===== config.mk =====
export PLATFORM = sky130hd
export DESIGN_NAME = ddr_param_bank_flat
export DESIGN_NICKNAME = d
export VERILOG_FILES = /design/src/rtl/ddr_param_bank_if.sv /design/src/rtl/ddr_param_bank.sv /design/src/flat_wrapper.sv
export SDC_FILE = /design/constraint.sdc
export NUM_CORES = 1
export LEC_CHECK = 0
export ABC_AREA = 1
export BUFFER_PORTS_ARGS = -buffer_cell sky130_fd_sc_hd__buf_4
export CORE_ASPECT_RATIO = 0.6
export CORE_MARGIN = 1
export CORE_UTILIZATION = 56
export CTS_CLUSTER_DIAMETER = 150
export DETAILED_ROUTE_END_ITERATION = 6
export PLACE_DENSITY = 0.87
export SYNTH_ARGS = -nofsm -noshare
export SYNTH_HDL_FRONTEND = slang
export SYNTH_SLANG_ARGS = --single-unit

===== constraint.sdc =====
create_clock -name clk -period 2.2 [get_ports clk]
set_input_delay 0.22 -clock clk [delete_from_list [all_inputs] [get_ports clk]]
set_output_delay 0.22 -clock clk [all_outputs]
set_load 0.03 [all_outputs]

===== src/rtl/ddr_param_bank_if.sv =====
// Host-side config write port for ddr_param_bank: valid/ready handshake plus error pulse.
interface ddr_param_bank_if #(
    parameter int CH_ID_W = 2,
    parameter int DATA_W  = 64
);
    logic               cfg_valid;
    logic               cfg_ready;
    logic [CH_ID_W-1:0] cfg_ch;
    logic [3:0]         cfg_id;
    logic [DATA_W-1:0]  cfg_data;
    logic               cfg_err;

    modport master (
        output cfg_valid, cfg_ch, cfg_id, cfg_data,
        input  cfg_ready, cfg_err
    );

    modport slave (
        input  cfg_valid, cfg_ch, cfg_id, cfg_data,
        output cfg_ready, cfg_err
    );
endinterface


===== src/rtl/ddr_param_bank.sv =====
// Per-channel shadow/active parameter bank with busy-deferred commit.
// Optional shadow readback port enabled by DDR_PARAM_READBACK_EN.
module ddr_param_bank #(
    parameter int ADDR_WIDTH = 33,
    parameter int DATA_W     = 64,
    parameter int NUM_CH     = 2,
    parameter int CH_ID_W    = 2
) (
    input  logic                         clk,
    input  logic                         rst_n,
    ddr_param_bank_if.slave              cfg,
    input  logic [NUM_CH-1:0]            ch_busy,
    output logic [NUM_CH-1:0]            ch_start,
    output logic [NUM_CH-1:0]            ch_pending,
    output logic [NUM_CH*32-1:0]         act_ops,
    output logic [NUM_CH*32-1:0]         act_stride,
    output logic [NUM_CH*ADDR_WIDTH-1:0] act_addr,
    output logic [NUM_CH*16-1:0]         act_burst,
    output logic [NUM_CH*32-1:0]         act_length,
    output logic [NUM_CH*4-1:0]          act_mode
`ifdef DDR_PARAM_READBACK_EN
    ,
    input  logic [CH_ID_W-1:0]           rd_ch,
    input  logic [3:0]                   rd_id,
    output logic [DATA_W-1:0]            rd_data
`endif
);

    localparam int USED_W = (ADDR_WIDTH > 32) ? ADDR_WIDTH : 32;

    logic [31:0]           sh_ops_q    [NUM_CH];
    logic [31:0]           sh_stride_q [NUM_CH];
    logic [ADDR_WIDTH-1:0] sh_addr_q   [NUM_CH];
    logic [15:0]           sh_burst_q  [NUM_CH];
    logic [31:0]           sh_length_q [NUM_CH];
    logic [3:0]            sh_mode_q   [NUM_CH];

    logic [31:0]           ac_ops_q    [NUM_CH];
    logic [31:0]           ac_stride_q [NUM_CH];
    logic [ADDR_WIDTH-1:0] ac_addr_q   [NUM_CH];
    logic [15:0]           ac_burst_q  [NUM_CH];
    logic [31:0]           ac_length_q [NUM_CH];
    logic [3:0]            ac_mode_q   [NUM_CH];

    logic [NUM_CH-1:0] pending_q, start_q, commit_req, load;
    logic              err_q;
    logic              ch_ok, id_ok, burst_zero, xfer, wr_ok;

    always_comb begin
        cfg.cfg_ready = 1'b1;
        for (int c = 0; c < NUM_CH; c++) begin
            if (int'(cfg.cfg_ch) == c) cfg.cfg_ready = !pending_q[c];
        end
        ch_ok      = int'(cfg.cfg_ch) < NUM_CH;
        id_ok      = (cfg.cfg_id inside {4'h1, 4'h2, 4'h3, 4'h4, 4'h5, 4'h6, 4'hF});
        burst_zero = (cfg.cfg_id == 4'h4) && (cfg.cfg_data[15:0] == 16'h0);
        xfer       = cfg.cfg_valid && cfg.cfg_ready;
        wr_ok      = xfer && ch_ok && id_ok && !burst_zero;
        commit_req = '0;
        load       = '0;
        for (int c = 0; c < NUM_CH; c++) begin
            commit_req[c] = wr_ok && (cfg.cfg_id == 4'hF) && (int'(cfg.cfg_ch) == c);
            // Copy on an idle commit, or on the first idle edge after a deferred one
            load[c] = !ch_busy[c] && (commit_req[c] || pending_q[c]);
        end
    end

    always_ff @(posedge clk or negedge rst_n) begin
        if (!rst_n) begin
            err_q     <= 1'b0;
            pending_q <= '0;
            start_q   <= '0;
            for (int c = 0; c < NUM_CH; c++) begin
                sh_ops_q[c]    <= '0;
                sh_stride_q[c] <= '0;
                sh_addr_q[c]   <= '0;
                sh_burst_q[c]  <= '0;
                sh_length_q[c] <= '0;
                sh_mode_q[c]   <= '0;
                ac_ops_q[c]    <= '0;
                ac_stride_q[c] <= '0;
                ac_addr_q[c]   <= '0;
                ac_burst_q[c]  <= '0;
                ac_length_q[c] <= '0;
                ac_mode_q[c]   <= '0;
            end
        end else begin
            err_q <= xfer && !wr_ok;
            for (int c = 0; c < NUM_CH; c++) begin
                start_q[c] <= load[c];
                if (commit_req[c] && ch_busy[c]) begin
                    pending_q[c] <= 1'b1;
                end else if (load[c]) begin
                    pending_q[c] <= 1'b0;
                end
                if (load[c]) begin
                    ac_ops_q[c]    <= sh_ops_q[c];
                    ac_stride_q[c] <= sh_stride_q[c];
                    ac_addr_q[c]   <= sh_addr_q[c];
                    ac_burst_q[c]  <= sh_burst_q[c];
                    ac_length_q[c] <= sh_length_q[c];
                    ac_mode_q[c]   <= sh_mode_q[c];
                end
                if (wr_ok && int'(cfg.cfg_ch) == c) begin
                    case (cfg.cfg_id)
                        4'h1:    sh_ops_q[c]    <= cfg.cfg_data[31:0];
                        4'h2:    sh_stride_q[c] <= cfg.cfg_data[31:0];
                        4'h3:    sh_addr_q[c]   <= cfg.cfg_data[ADDR_WIDTH-1:0];
                        4'h4:    sh_burst_q[c]  <= cfg.cfg_data[15:0];
                        4'h5:    sh_length_q[c] <= cfg.cfg_data[31:0];
                        4'h6:    sh_mode_q[c]   <= cfg.cfg_data[3:0];
                        default: ;
                    endcase
                end
            end
        end
    end

    assign cfg.cfg_err = err_q;
    assign ch_start    = start_q;
    assign ch_pending  = pending_q;

    for (genvar g = 0; g < NUM_CH; g++) begin : g_act
        assign act_ops[g*32 +: 32]                 = ac_ops_q[g];
        assign act_stride[g*32 +: 32]              = ac_stride_q[g];
        assign act_addr[g*ADDR_WIDTH +: ADDR_WIDTH] = ac_addr_q[g];
        assign act_burst[g*16 +: 16]               = ac_burst_q[g];
        assign act_length[g*32 +: 32]              = ac_length_q[g];
        assign act_mode[g*4 +: 4]                  = ac_mode_q[g];
    end

    if (DATA_W > USED_W) begin : g_unused
        logic unused_data;
        assign unused_data = ^cfg.cfg_data[DATA_W-1:USED_W];
    end

`ifdef DDR_PARAM_READBACK_EN
    logic [DATA_W-1:0] rd_d, rd_q;

    always_comb begin
        rd_d = '0;
        for (int c = 0; c < NUM_CH; c++) begin
            if (int'(rd_ch) == c) begin
                case (rd_id)
                    4'h1:    rd_d = DATA_W'(sh_ops_q[c]);
                    4'h2:    rd_d = DATA_W'(sh_stride_q[c]);
                    4'h3:    rd_d = DATA_W'(sh_addr_q[c]);
                    4'h4:    rd_d = DATA_W'(sh_burst_q[c]);
                    4'h5:    rd_d = DATA_W'(sh_length_q[c]);
                    4'h6:    rd_d = DATA_W'(sh_mode_q[c]);
                    default: rd_d = '0;
                endcase
            end
        end
    end

    always_ff @(posedge clk or negedge rst_n) begin
        if (!rst_n) rd_q <= '0;
        else        rd_q <= rd_d;
    end

    assign rd_data = rd_q;
`endif

endmodule


===== src/flat_wrapper.sv =====
// flat-port wrapper written by rule: the top's interface ports become plain ports
module ddr_param_bank_flat 
#(
    parameter int ADDR_WIDTH = 33,
    parameter int DATA_W     = 64,
    parameter int NUM_CH     = 2,
    parameter int CH_ID_W    = 2
)
  (clk, rst_n, ch_busy, ch_start, ch_pending, act_ops, act_stride, act_addr, act_burst, act_length, act_mode, cfg_cfg_valid, cfg_cfg_ch, cfg_cfg_id, cfg_cfg_data, cfg_cfg_ready, cfg_cfg_err);
  ddr_param_bank_if #(.CH_ID_W(CH_ID_W), .DATA_W(DATA_W)) cfg_i ();
  input  logic clk;
  input  logic rst_n;
  input  logic [NUM_CH-1:0] ch_busy;
  output logic [NUM_CH-1:0] ch_start;
  output logic [NUM_CH-1:0] ch_pending;
  output logic [NUM_CH*32-1:0] act_ops;
  output logic [NUM_CH*32-1:0] act_stride;
  output logic [NUM_CH*ADDR_WIDTH-1:0] act_addr;
  output logic [NUM_CH*16-1:0] act_burst;
  output logic [NUM_CH*32-1:0] act_length;
  output logic [NUM_CH*4-1:0] act_mode;
  input wire logic [$bits(cfg_i.cfg_valid)-1:0] cfg_cfg_valid;
  input wire logic [$bits(cfg_i.cfg_ch)-1:0] cfg_cfg_ch;
  input wire logic [$bits(cfg_i.cfg_id)-1:0] cfg_cfg_id;
  input wire logic [$bits(cfg_i.cfg_data)-1:0] cfg_cfg_data;
  output wire logic [$bits(cfg_i.cfg_ready)-1:0] cfg_cfg_ready;
  output wire logic [$bits(cfg_i.cfg_err)-1:0] cfg_cfg_err;
  assign cfg_i.cfg_valid = cfg_cfg_valid;
  assign cfg_i.cfg_ch = cfg_cfg_ch;
  assign cfg_i.cfg_id = cfg_cfg_id;
  assign cfg_i.cfg_data = cfg_cfg_data;
  assign cfg_cfg_ready = cfg_i.cfg_ready;
  assign cfg_cfg_err = cfg_i.cfg_err;
  ddr_param_bank #(.ADDR_WIDTH(ADDR_WIDTH), .DATA_W(DATA_W), .NUM_CH(NUM_CH), .CH_ID_W(CH_ID_W)) u_core (.clk(clk), .rst_n(rst_n), .cfg(cfg_i), .ch_busy(ch_busy), .ch_start(ch_start), .ch_pending(ch_pending), .act_ops(act_ops), .act_stride(act_stride), .act_addr(act_addr), .act_burst(act_burst), .act_length(act_length), .act_mode(act_mode));
endmodule

Yosys cells after proc, flatten, opt, wreduce, memory -nomap -nowiden:

Index checks and enable logic that the tools add are counted.

* register bits after elaboration: 601
* word-level logic and storage cells: 83
* input port bits: 75
* output and inout port bits: 304

* order comparisons: 1
* mux-type cells: 6
* equal/unequal tests: 8
* reductions and logical operators: 40

Operators with widths (count)
* AND reduction 2 bit: 12
* logical NOT 16 bit: 1
* logical AND 1 bit: 15
* equality test 4 x 3 -> 1 bit (second input constant): 3
* equality test 4 x 2 -> 1 bit (second input constant): 2
* nonzero test 7 bit: 1
* logical NOT 1 bit: 6
* two-way mux 1 bit: 6
* equality test 4 x 1 -> 1 bit (second input constant): 1
* equality test 4 bit (second input constant): 1
* nonzero test 2 bit: 2
* equality test 2 bit (second input constant): 1
* logical NOT 2 bit: 1
* logical OR 1 bit: 2
* < comparator 2 bit (second input constant): 1

Logic depth before layout (Yosys ltp):

Gate-level depths: netlist of the first run.

* depth in word-level cells: 13
* mapped depth: 13
* mapped depth without buffers: 11

Least setup slack after synthesis of the first run:

OpenSTA, ideal clock, no wires.

* kind: register to register
* from: register u_core.pending_q[1] (netlist: u_core.ch_pending[1])
* to: register u_core.sh_stride_q[43] (netlist bit)
* path slack: 443 ps
* cell stages (with the launch flop): 10
* required time: 2073 ps
* buffers on the path: 2
* arrival time: 1630 ps
* period minus slack after synthesis: 1757 ps
* setup time: 127 ps
* cells stage by stage: dfrtp_1 > nand3_1 > nand4_1 > nor2_2 > and2_4 > buf_12 > nand3_4 > buf_6 > nand2_1 > o21ai_2

* cells in the longest elaborated chain, start to end: 8

Ends and longest elaborated chain
* start: declaration: RTL line ddr_param_bank.sv:45 `logic [NUM_CH-1:0] pending_q, start_q, commit_req, load;`
* start signal: assignment: RTL line ddr_param_bank.sv:71 `pending_q <= '0;`
* start signal: indexed assignment: RTL line ddr_param_bank.sv:92 `pending_q[c] <= 1'b1;`
* start signal: indexed assignment: RTL line ddr_param_bank.sv:94 `pending_q[c] <= 1'b0;`
* logical NOT 1 bit: RTL line ddr_param_bank.sv:52 `if (int'(cfg.cfg_ch) == c) cfg.cfg_ready = !pending_q[c];`
* two-way mux 1 bit: RTL line ddr_param_bank.sv:52
* logical AND 1 bit: RTL line ddr_param_bank.sv:57 `xfer = cfg.cfg_valid && cfg.cfg_ready;`
* logical AND 1 bit (3 in series): RTL line ddr_param_bank.sv:58 `wr_ok = xfer && ch_ok && id_ok && !burst_zero;`
* logical AND 1 bit: RTL line ddr_param_bank.sv:104 `if (wr_ok && int'(cfg.cfg_ch) == c) begin`
* AND reduction 2 bit (no line)
* end signal: indexed assignment: RTL line ddr_param_bank.sv:107 `4'h2: sh_stride_q[c] <= cfg.cfg_data[31:0];`
* end: declaration: RTL line ddr_param_bank.sv:32 `logic [31:0] sh_stride_q [NUM_CH];`

Every way passes these cells.
A chain may end at the register's enable or synchronous reset.

Worst setup path in the final report of the first run:

* from: register u_core.pending_q[1] (netlist: u_core.ch_pending[1])
* to: register u_core.sh_stride_q[13] (netlist bit)

Same word-level chain as after synthesis.

==> results of run 1 <==
-- worst max path at each step --
stage,endpoint,cells past startpoint,slack [ps]
finish,u_core.sh_stride_q[13],8,150
global route,u_core.sh_stride_q[22],8,40
CTS,u_core.sh_stride_q[13],8,170
detailed placement,u_core.sh_stride_q[9],12,180
global placement,u_core.sh_stride_q[16],11,240
floorplan,u_core.sh_stride_q[43],9,440
-- registers in the layout, indices dropped and copies added (netlist names) --
register	cells
u_core.sh_ops_q	64
u_core.act_stride	64
u_core.sh_addr_q	66
u_core.act_ops	64
u_core.act_mode	8
u_core.ch_pending	2
u_core.cfg.cfg_err	1
u_core.sh_burst_q	32
u_core.act_burst	32
u_core.act_length	64
u_core.act_addr	66
u_core.sh_stride_q	64
u_core.sh_mode_q	8
u_core.ch_start	2
u_core.sh_length_q	64
-- power groups by stage --
stage	Sequential (mW)	Clock [mW]	Combinational (mW)
after CTS	11.5	9.40	1.08
after global placement	11.7	0	1.03
after floorplan	11.7	0	0.410
after global routing	11.5	9.80	1.19
after detailed placement	11.7	0	1.07
final	11.5	9.33	1.08
-- critical path: cells and delay by family (launching register included) --
| family | cells | cell delay (ps) |
|---|---|---|
| flip-flops | 1 | 410 |
| buffers and inverters | 1 | 280 |
| AO/OA/AOI/OAI | 1 | 70 |
| AND/OR/NAND/NOR | 6 | 1120 |
-- cell usage after synthesis, types with 3 or more instances --
master / number
dfrtp_1: 601
o21ai_1: 109
clkbuf_1: 60
buf_2: 56
nand4_1: 3
o21ai_2: 52
buf_6: 32
nor3_1: 4
nor2_1: 16
nand2_1: 909
nand3_4: 7
buf_4: 7
nand2_2: 5
inv_1: 46
o21ai_0: 137
inv_2: 4
nand3_1: 303
-- cells by family after synthesis --
group	share of synthesized area, %
flops	65.1
buf+inv	4.92
compound gates	7.34
simple gates	22.7
-- per-layer routing --
metal | routed length, um | vias to the layer above | track usage (%)
li1 | - | 8248 | -
met1 | 25900 | 9275 | 43.4
met2 | 31200 | 1102 | 50.0
met3 | 6860 | 183 | 7.39
met4 | 2140 | 0 | 10.9
met5 | 0 | - | 0
-- area by class of cell --
class | count | area (um^2) | area share (%)
multi-input combinational | 1553 | 6960 | 24.8
timing repair buffer | 416 | 3490 | 12.4
sequential | 601 | 15000 | 53.6
inverter | 51 | 199 | 0.709
tap | 531 | 664 | 2.37
clock inverter | 17 | 180 | 0.642
clock buffer | 77 | 1540 | 5.48
==> results.md, run 1 <==
- Die Area: 42100 um^2
- First-pass GRT wire length: 103000 um
- Power share of the clock group: 42.6%
- FF-to-FF Start: u_core.ch_pending[1]
- Ys async rst share: 100%
- Detail Route Antenna Nets: 0
- Hold path endpoint: u_core.act_ops[36]
- Max-cap violations: 0
- Pin count of the biggest net entering global routing: 95
- Crit Path Category: reg2reg
- Die W: 264 um
- Most frequent cells in the layout: nand2_1 (909), dfrtp_1 (601), buf_4 (384)
- Netlist cell types: 25
- Seq/Total Area, Yosys: 65.1%
- TritonCTS buffer count: 53
- Worst-margin pin slew: 919 ps
- Placer Congestion: 0.914
- CP Capture Type: flop
- Synthesized cell area: 23100 um^2
- Drt wl/cell: 20.4 um
- Post-CTS Setup Bufs: 0
- Hold path depth: 4
- Synth Instances: 2362
- Layout fillers: 2817
- Hold WS: 52.8 ps
- Worst rel slew slack: 38.7%
- Max incr delay on CP: 410 ps
- Cts-stage hold buffer count: 3
- Synth Flop Type: dfrtp_1
- Drt pass-1 iters: 7
- Initial antenna violation count: 1
- Status: finished, final reports clean
- Switch share: 23.2%
- Setup slack after layout: 148 ps
- Final Max Slew Viols: 0
- Achievable Freq: 487 MHz
- RSZ-0062 raised after global routing: false
- Clk buf depth: 3
- Crit path launch: u_core.ch_pending[1]
- Vias per Instance: 5.79
- Post-synth EDFFs: 0
- Worst path slowest cell: dfrtp_1
- WP data required: 2620 ps
- Fin. Hold Viols: 0
- Root buf cell: clkbuf_16
- Peak supply drop: 0.000557 V
- NumNets Final: 2751
- Critical Path Fanout Max: 21
- Post-DP HPWL: 42100 um
- Post-Syn Area per Cell: 9.78 um^2
- Remaining Overflow, GRT: 0
- Post-Route Setup TNS: 0 ps
- Commonest non-fill, non-tap cell in the layout: nand2_1
- Worst Reg2Reg Path Length in Cells: 8
- Final setup violation count: 0
- Fin crit share: 93.3%
- Clk slew on worst S/H paths: 70 ps
- CTS tree: built
- Final core occ: 69.2%
- Yosys top cell area share: 65.1%
- DRC Markers: 0
- Static leakage: 15.2 nW
- Fin cells: 3246
- Layout cell share with drive strength beyond 1: 21.0%
- Total Routed Length: 66100 um
- Clock Sinks: 601
- Pre-CTS WS: 176 ps
- Comb pwr share: 5.0%
- Power per cell area: 780 nW/um^2
- Total core area: 40600 um^2
- Dominant cells by area after synthesis: dfrtp_1 (65%), nand2_1 (15%), nand3_1 (6.6%)
- Synth Warn #: 0
- Placed Area: 26300 um^2
- Die extent in y: 159 um
- Worst setup SP type: flop
- Post-CTS resize count: 0
- IO Count: 379
- Tmin final: 2050 ps
- NetSw: 5.08 mW
- Buffers on Ports: 347
- R2R setup slack: 150 ps
- Worst skew pair latency: 580 ps
- Vias in the first global route: 18700
- Internal power: 16.8 mW
- Crit path DAT: 2470 ps
- Overall power: 21.9 mW
- FF+latch count, synth: 601
- 1st-iter DRT viols: 2341
- Clk_skew: 19.0 ps
- Post-route cell area: 28100 um^2
- Crit-path cells: nand3_1 > nand4_1 > nor2_2 > and2_4 > nand3_4 > buf_12 > nand2_1 > o21ai_1
- GR Util All Layers: 31.6%
- Post-Place Cells: 3149
- Hold WC Path Type: in2reg
- Antenna cells: 0
- Synth-to-Final Area Change: 21.5%
- Largest area contributor in the netlist: dfrtp_1
- Hold_sp: ch_busy[1]
- Std-Cell Rows: 57
- Post-Syn Nets: 2437
- Routed via count: 18800
- Worst reg2reg path endpoint: u_core.sh_stride_q[13]
- Sequential fraction of design power: 52.4%
- H-tree depth: 2
- Starting density of the core: 56.9%
Power figures use the tool's default switching activity.
==> run 2: changes to the inputs <==
Settings changed: CTS_CLUSTER_SIZE from default to 10, PLACE_DENSITY 0.87 to 0.79.
==> run 2 against run 1 <==
Compared with the run above: hold slack gained 41 ps; sequential share of layout area shrank 0.31 points; via count shrank 2.7%; critical endpoint is now u_core.sh_burst_q[29]; clock skew shrank 2.0 ps; global-route usage shrank 0.17 points; largest cell class unchanged; utilization grew 0.41 points; total power grew 3.0%; count of clock-buffer cells in the layout shrank 4; die area is the same; highest routed layer unchanged; routed wire length shrank 2.3%; final area grew 0.59%; fmax grew 0.11%.
==> results.md, run 2 (synthesis results as in run 1) <==
- CP Capture Type: flop
- Power per cell area: 798 nW/um^2 (+2.4%)
- Fin. Hold Viols: 0 (unchanged)
- Pre-CTS WS: 212 ps (+36.3 ps)
- Drt wl/cell: 20.0 um (-1.6%)
- Layout cell share with drive strength beyond 1: 20.8% (-0.13 points)
- Post-CTS Setup Bufs: 0 (unchanged)
- Setup slack after layout: 150 ps (+2.17 ps)
- Drt pass-1 iters: 5 (-2)
- Cts-stage hold buffer count: 3 (unchanged)
- GR Util All Layers: 31.4% (-0.17 points)
- Worst reg2reg path endpoint: u_core.sh_burst_q[29]
- Placed Area: 26300 um^2 (about the same)
- Clk buf depth: 3 (unchanged)
- Total core area: 40600 um^2 (unchanged)
- IO Count: 379 (unchanged)
- Post-DP HPWL: 41200 um (-2.2%)
- NumNets Final: 2763 (+0.44%)
- Worst skew pair latency: 570 ps (about the same)
- Routed via count: 18300 (-2.7%)
- CP endpoint: u_core.sh_burst_q[29]
- Hold WS: 93.3 ps (+40.5 ps)
- Crit Path Category: reg2reg
- Clk slew on worst S/H paths: 60 ps (about the same)
- Hold WC Path Type: in2reg
- Worst rel slew slack: 40.6% (+1.9 points)
- Status: finished, final reports clean
- Die Area: 42100 um^2 (unchanged)
- WP data required: 2600 ps (-20 ps)
- Total Routed Length: 64600 um (-2.3%)
- Root buf cell: clkbuf_16
- First-pass GRT wire length: 102000 um (-1.6%)
- FF-to-FF Start: u_core.ch_pending[1]
- CTS tree: built
- Vias per Instance: 5.67 (-2.1%)
- Achievable Freq: 488 MHz (+0.11%)
- DRC Markers: 0 (unchanged)
- Placer Congestion: 0.890 (-2.6%)
- Initial antenna violation count: 4 (+3)
- Post-route cell area: 28200 um^2 (+0.59%)
- Tmin final: 2050 ps (-2.17 ps)
- H-tree depth: 3 (+1)
- Layout fillers: 2943 (+4.5%)
- Pin count of the biggest net entering global routing: 75 (-21%)
- Static leakage: 15.3 nW (+0.54%)
- Crit path launch: u_core.ch_pending[1]
- Fin crit share: 93.2% (-0.099 points)
- Die W: 264 um (unchanged)
- Post-Route Setup TNS: 0 ps (unchanged)
- R2R setup slack: 150 ps (about the same)
- Vias in the first global route: 18000 (-3.5%)
- Remaining Overflow, GRT: 0 (unchanged)
- Die extent in y: 159 um (unchanged)
- Final Max Slew Viols: 0 (unchanged)
- TritonCTS buffer count: 70 (+32%)
- Peak supply drop: 0.000546 V (-2.0%)
- 1st-iter DRT viols: 2065 (-12%)
- Synth-to-Final Area Change: 22.2%
- Critical Path Fanout Max: 32 (+52%)
- Worst Reg2Reg Path Length in Cells: 8 (unchanged)
- Worst setup SP type: flop
- Post-CTS resize count: 0 (unchanged)
- Crit path DAT: 2450 ps (-20 ps)
- Max-cap violations: 0 (unchanged)
- Worst-margin pin slew: 890 ps (-28.7 ps)
- Buffers on Ports: 347 (unchanged)
- Commonest non-fill, non-tap cell in the layout: nand2_1
- Detail Route Antenna Nets: 0 (unchanged)
- RSZ-0062 raised after global routing: false
- Clock Sinks: 601 (unchanged)
- Final setup violation count: 0 (unchanged)
- Most frequent cells in the layout: nand2_1 (909), dfrtp_1 (601), buf_4 (374)
- Clk_skew: 17.1 ps (-1.97 ps)
- Starting density of the core: 56.9% (unchanged)
- Final core occ: 69.6% (+0.41 points)
- Std-Cell Rows: 57 (unchanged)
## run 2: changes by cell type in the layout (fill, tap and decap cells not counted), sizes merged
cell and delta:
bufinv -3, clkbuf -4, inv +2, diode +1, clkinvlp -5, clkinv -6
buf -5
## run 2: area by class of cell
class                      instances  area (um^2)  area share [%]
inverter                          51          199           0.705
multi-input combinational       1553         6960            24.6
antenna                            1         2.50         0.00886
clock buffer                      73         1810            6.40
sequential                       601        15000            53.3
tap                              531          664            2.35
clock inverter                     5         51.3           0.182
timing repair buffer             411         3510            12.4
## run 2: layer usage
metal	track usage (%)	wire, um	vias to the layer above
met3	7.35	5550	142
met1	44.8	27200	9032
met2	47.8	29900	865
met4	11.2	1970	0
li1	-	-	8264
met5	0	0	-
## run 2: stage by stage
stage | total power, mW | instances
2_1_floorplan | 12.1 | 2362
3_3_place_gp | 12.7 | 3144
3_5_place_dp | 12.7 | 3144
4_1_cts | 22.7 | 3225
5_1_grt | 23.3 | 3226
6_report | 22.5 | 3226
## run 2: critical path, cell delays in order (launching register included)
cell,delay [ps]
dfrtp_1,420
nand3_1,120
nand4_1,130
nor2_2,170
and2_4,280
buf_12,160
nand3_4,280
nand2_1,190
o21ai_0,120
## run 2: worst min path at each step
| stage | from | to | slack [ps] | depth (start not counted) |
|---|---|---|---|---|
| floorplan | rst_n | u_core.act_addr[0] | -80 | 0 |
| global placement | rst_n | u_core.act_stride[40] | 250 | 1 |
| detailed placement | rst_n | u_core.act_stride[40] | 240 | 1 |
| CTS | cfg_cfg_ch[0] | u_core.cfg.cfg_err | 70 | 6 |
| global route | ch_busy[1] | u_core.act_stride[41] | 120 | 4 |
| finish | cfg_cfg_ch[0] | u_core.cfg.cfg_err | 90 | 6 |
## run 2: where the power goes
group | internal (mW) | switching, mW
logic | 0.294 | 0.789
clock network | 5.78 | 4.19
registers | 11.3 | 0.158
==> run 3: changes to the inputs <==
Settings changed: RECOVER_POWER from default to 50.
==> run 3 against run 2 <==
Compared with the run above: register-to-register slack about the same; global-route usage is the same; worst setup slack gained 7.8 ps.
==> results.md, run 3 (synthesis results as in run 1) <==
- Crit path launch: u_core.ch_pending[1]
- CP Capture Type: flop
- Post-route cell area: 27500 um^2 (-2.5%)
- Total Routed Length: 64600 um (about the same)
- Post-CTS Setup Bufs: 0 (unchanged)
- Remaining Overflow, GRT: 0 (unchanged)
- DRC Markers: 0 (unchanged)
- Worst reg2reg path endpoint: u_core.sh_burst_q[29]
- NetSw: 5.11 mW (-0.49%)
- Power share of the clock group: 44.3% (about the same)
- Post-CTS resize count: 0 (unchanged)
- Hold WS: 92.1 ps (-1.19 ps)
- Crit Path Category: reg2reg
- Multi-input gate area in the final layout: 6960 um^2 (unchanged)
- 1st-iter DRT viols: 2079 (+0.68%)
- Register Area: 15000 um^2 (unchanged)
- Fin cells: 3226 (unchanged)
- Worst-margin pin slew: 1080 ps (+192 ps)
- Hold WC Path Type: in2reg
- IO Count: 379 (unchanged)
- Fin. Hold Viols: 0 (unchanged)
- Vias in the first global route: 18000 (unchanged)
- Clk slew on worst S/H paths: 50 ps (about the same)
- Die extent in y: 159 um (unchanged)
- First-pass GRT wire length: 102000 um (unchanged)
- Std-Cell Rows: 57 (unchanged)
- TritonCTS buffer count: 70 (unchanged)
- Static leakage: 14.6 nW (-4.6%)
- Pin count of the biggest net entering global routing: 75 (unchanged)
- Pre-CTS WS: 212 ps (unchanged)
- Max-cap violations: 0 (unchanged)
- Post-Route Setup TNS: 0 ps (unchanged)
- Crit path DAT: 2440 ps (about the same)
- GR Util All Layers: 31.4% (unchanged)
- Commonest non-fill, non-tap cell in the layout: nand2_1
- Final setup violation count: 0 (unchanged)
- Overall power: 22.5 mW (-0.29%)
- Layout cell share with drive strength beyond 1: 15.0% (-5.8 points)
- Most frequent cells in the layout: nand2_1 (909), dfrtp_1 (601), nand3_1 (302)
- NumNets Final: 2763 (unchanged)
- Sequential fraction of design power: 51.1% (about the same)
- Drt wl/cell: 20.0 um (about the same)
- Power per cell area: 816 nW/um^2 (+2.3%)
- Fin crit share: 92.8% (-0.36 points)
- Buffers on Ports: 347 (unchanged)
- Internal power: 17.4 mW (-0.23%)
- Drt pass-1 iters: 6 (+1)
- Achievable Freq: 490 MHz (+0.38%)
- Peak supply drop: 0.000544 V (-0.32%)
- Layout fillers: 3151 (+7.1%)
- Starting density of the core: 56.9% (unchanged)
- Initial antenna violation count: 4 (unchanged)
- Tmin final: 2040 ps (-7.82 ps)
- Root buf cell: clkbuf_16
- Worst rel slew slack: 27.8% (-13 points)
- Synth-to-Final Area Change: 19.1%
- R2R setup slack: 160 ps (about the same)
- Status: finished, final reports clean
- H-tree depth: 3 (unchanged)
- Vias per Instance: 5.68 (+0.15%)
- Post-Place Cells: 3144 (unchanged)
- Routed via count: 18300 (+0.15%)
- CP endpoint: u_core.sh_burst_q[29]
- Clock Sinks: 601 (unchanged)
- WP data required: 2600 ps (about the same)
- Placer Congestion: 0.890 (unchanged)
- Worst Reg2Reg Path Length in Cells: 8 (unchanged)
- Final Max Slew Viols: 0 (unchanged)
- Final core occ: 67.8% (-1.7 points)
- Switch share: 22.7% (-0.046 points)
- Detail Route Antenna Nets: 0 (unchanged)
- Die W: 264 um (unchanged)
- Worst skew pair latency: 570 ps (about the same)
- Total core area: 40600 um^2 (unchanged)
- Worst setup SP type: flop
- FF-to-FF Start: u_core.ch_pending[1]
- Comb pwr share: 4.6% (-0.2 points)
- RSZ-0062 raised after global routing: false
- Setup slack after layout: 158 ps (+7.82 ps)
- Die Area: 42100 um^2 (unchanged)
- CTS tree: built
- Post-DP HPWL: 41200 um (unchanged)
- Clk_skew: 17.3 ps (+0.241 ps)
- Placed Area: 26300 um^2 (unchanged)
- Critical Path Fanout Max: 32 (unchanged)
- Clk buf depth: 3 (unchanged)
run 3: changes by cell type in the layout (fill, tap and decap cells not counted), sizes merged:
cell / change
buf: -170
clkbuf: +170
run 3: layout make-up:
cell class,instances,area share [%]
antenna,1,0.00909
clock buffer,73,6.56
clock inverter,5,0.186
inverter,51,0.723
multi-input combinational,1553,25.3
sequential,601,54.6
tap,531,2.41
timing repair buffer,411,10.2
run 3: repair_timing:
action                     4_1_cts  5_1_grt
hold buffers                     3        0
hold endpoints to repair        53        0
setup endpoints to repair        0        0
run 3: worst min-delay path by stage:
stage             startpoint                     to  slack (ps)  cells after the start
3_3_place_gp           rst_n  u_core.act_stride[40]         250                      1
5_1_grt           ch_busy[1]  u_core.act_stride[41]         120                      4
2_1_floorplan          rst_n     u_core.act_addr[0]         -80                      0
3_5_place_dp           rst_n  u_core.act_stride[40]         240                      1
6_report       cfg_cfg_ch[0]     u_core.cfg.cfg_err          90                      6
4_1_cts        cfg_cfg_ch[0]     u_core.cfg.cfg_err          70                      6
run 3: worst max-delay path: stages (launching register included):
cell and delay, ps:
dfrtp_1 420, nand3_1 120, nand4_1 130, nor2_2 170
and2_4 280, buf_12 160, nand3_4 280, nand2_1 180
o21ai_0 120
run 3: metal layers:
layer	vias to the layer above	routed length, um	share of wire, %	GRT usage, %
met5	-	0	0	0
met4	0	1930	3.0	11.2
met3	142	5760	8.9	7.35
met2	889	30000	46	47.8
met1	9018	27000	42	44.8
li1	8281	-	-	-
run 3: power by group through the flow:
stage,Combinational [mW],Clock [mW],Sequential [mW]
2_1_floorplan,0.410,0,11.7
4_1_cts,1.09,10.1,11.5
5_1_grt,1.15,10.6,11.5
6_report,1.04,9.95,11.5
3_5_place_dp,1.08,0,11.7
3_3_place_gp,1.04,0,11.7
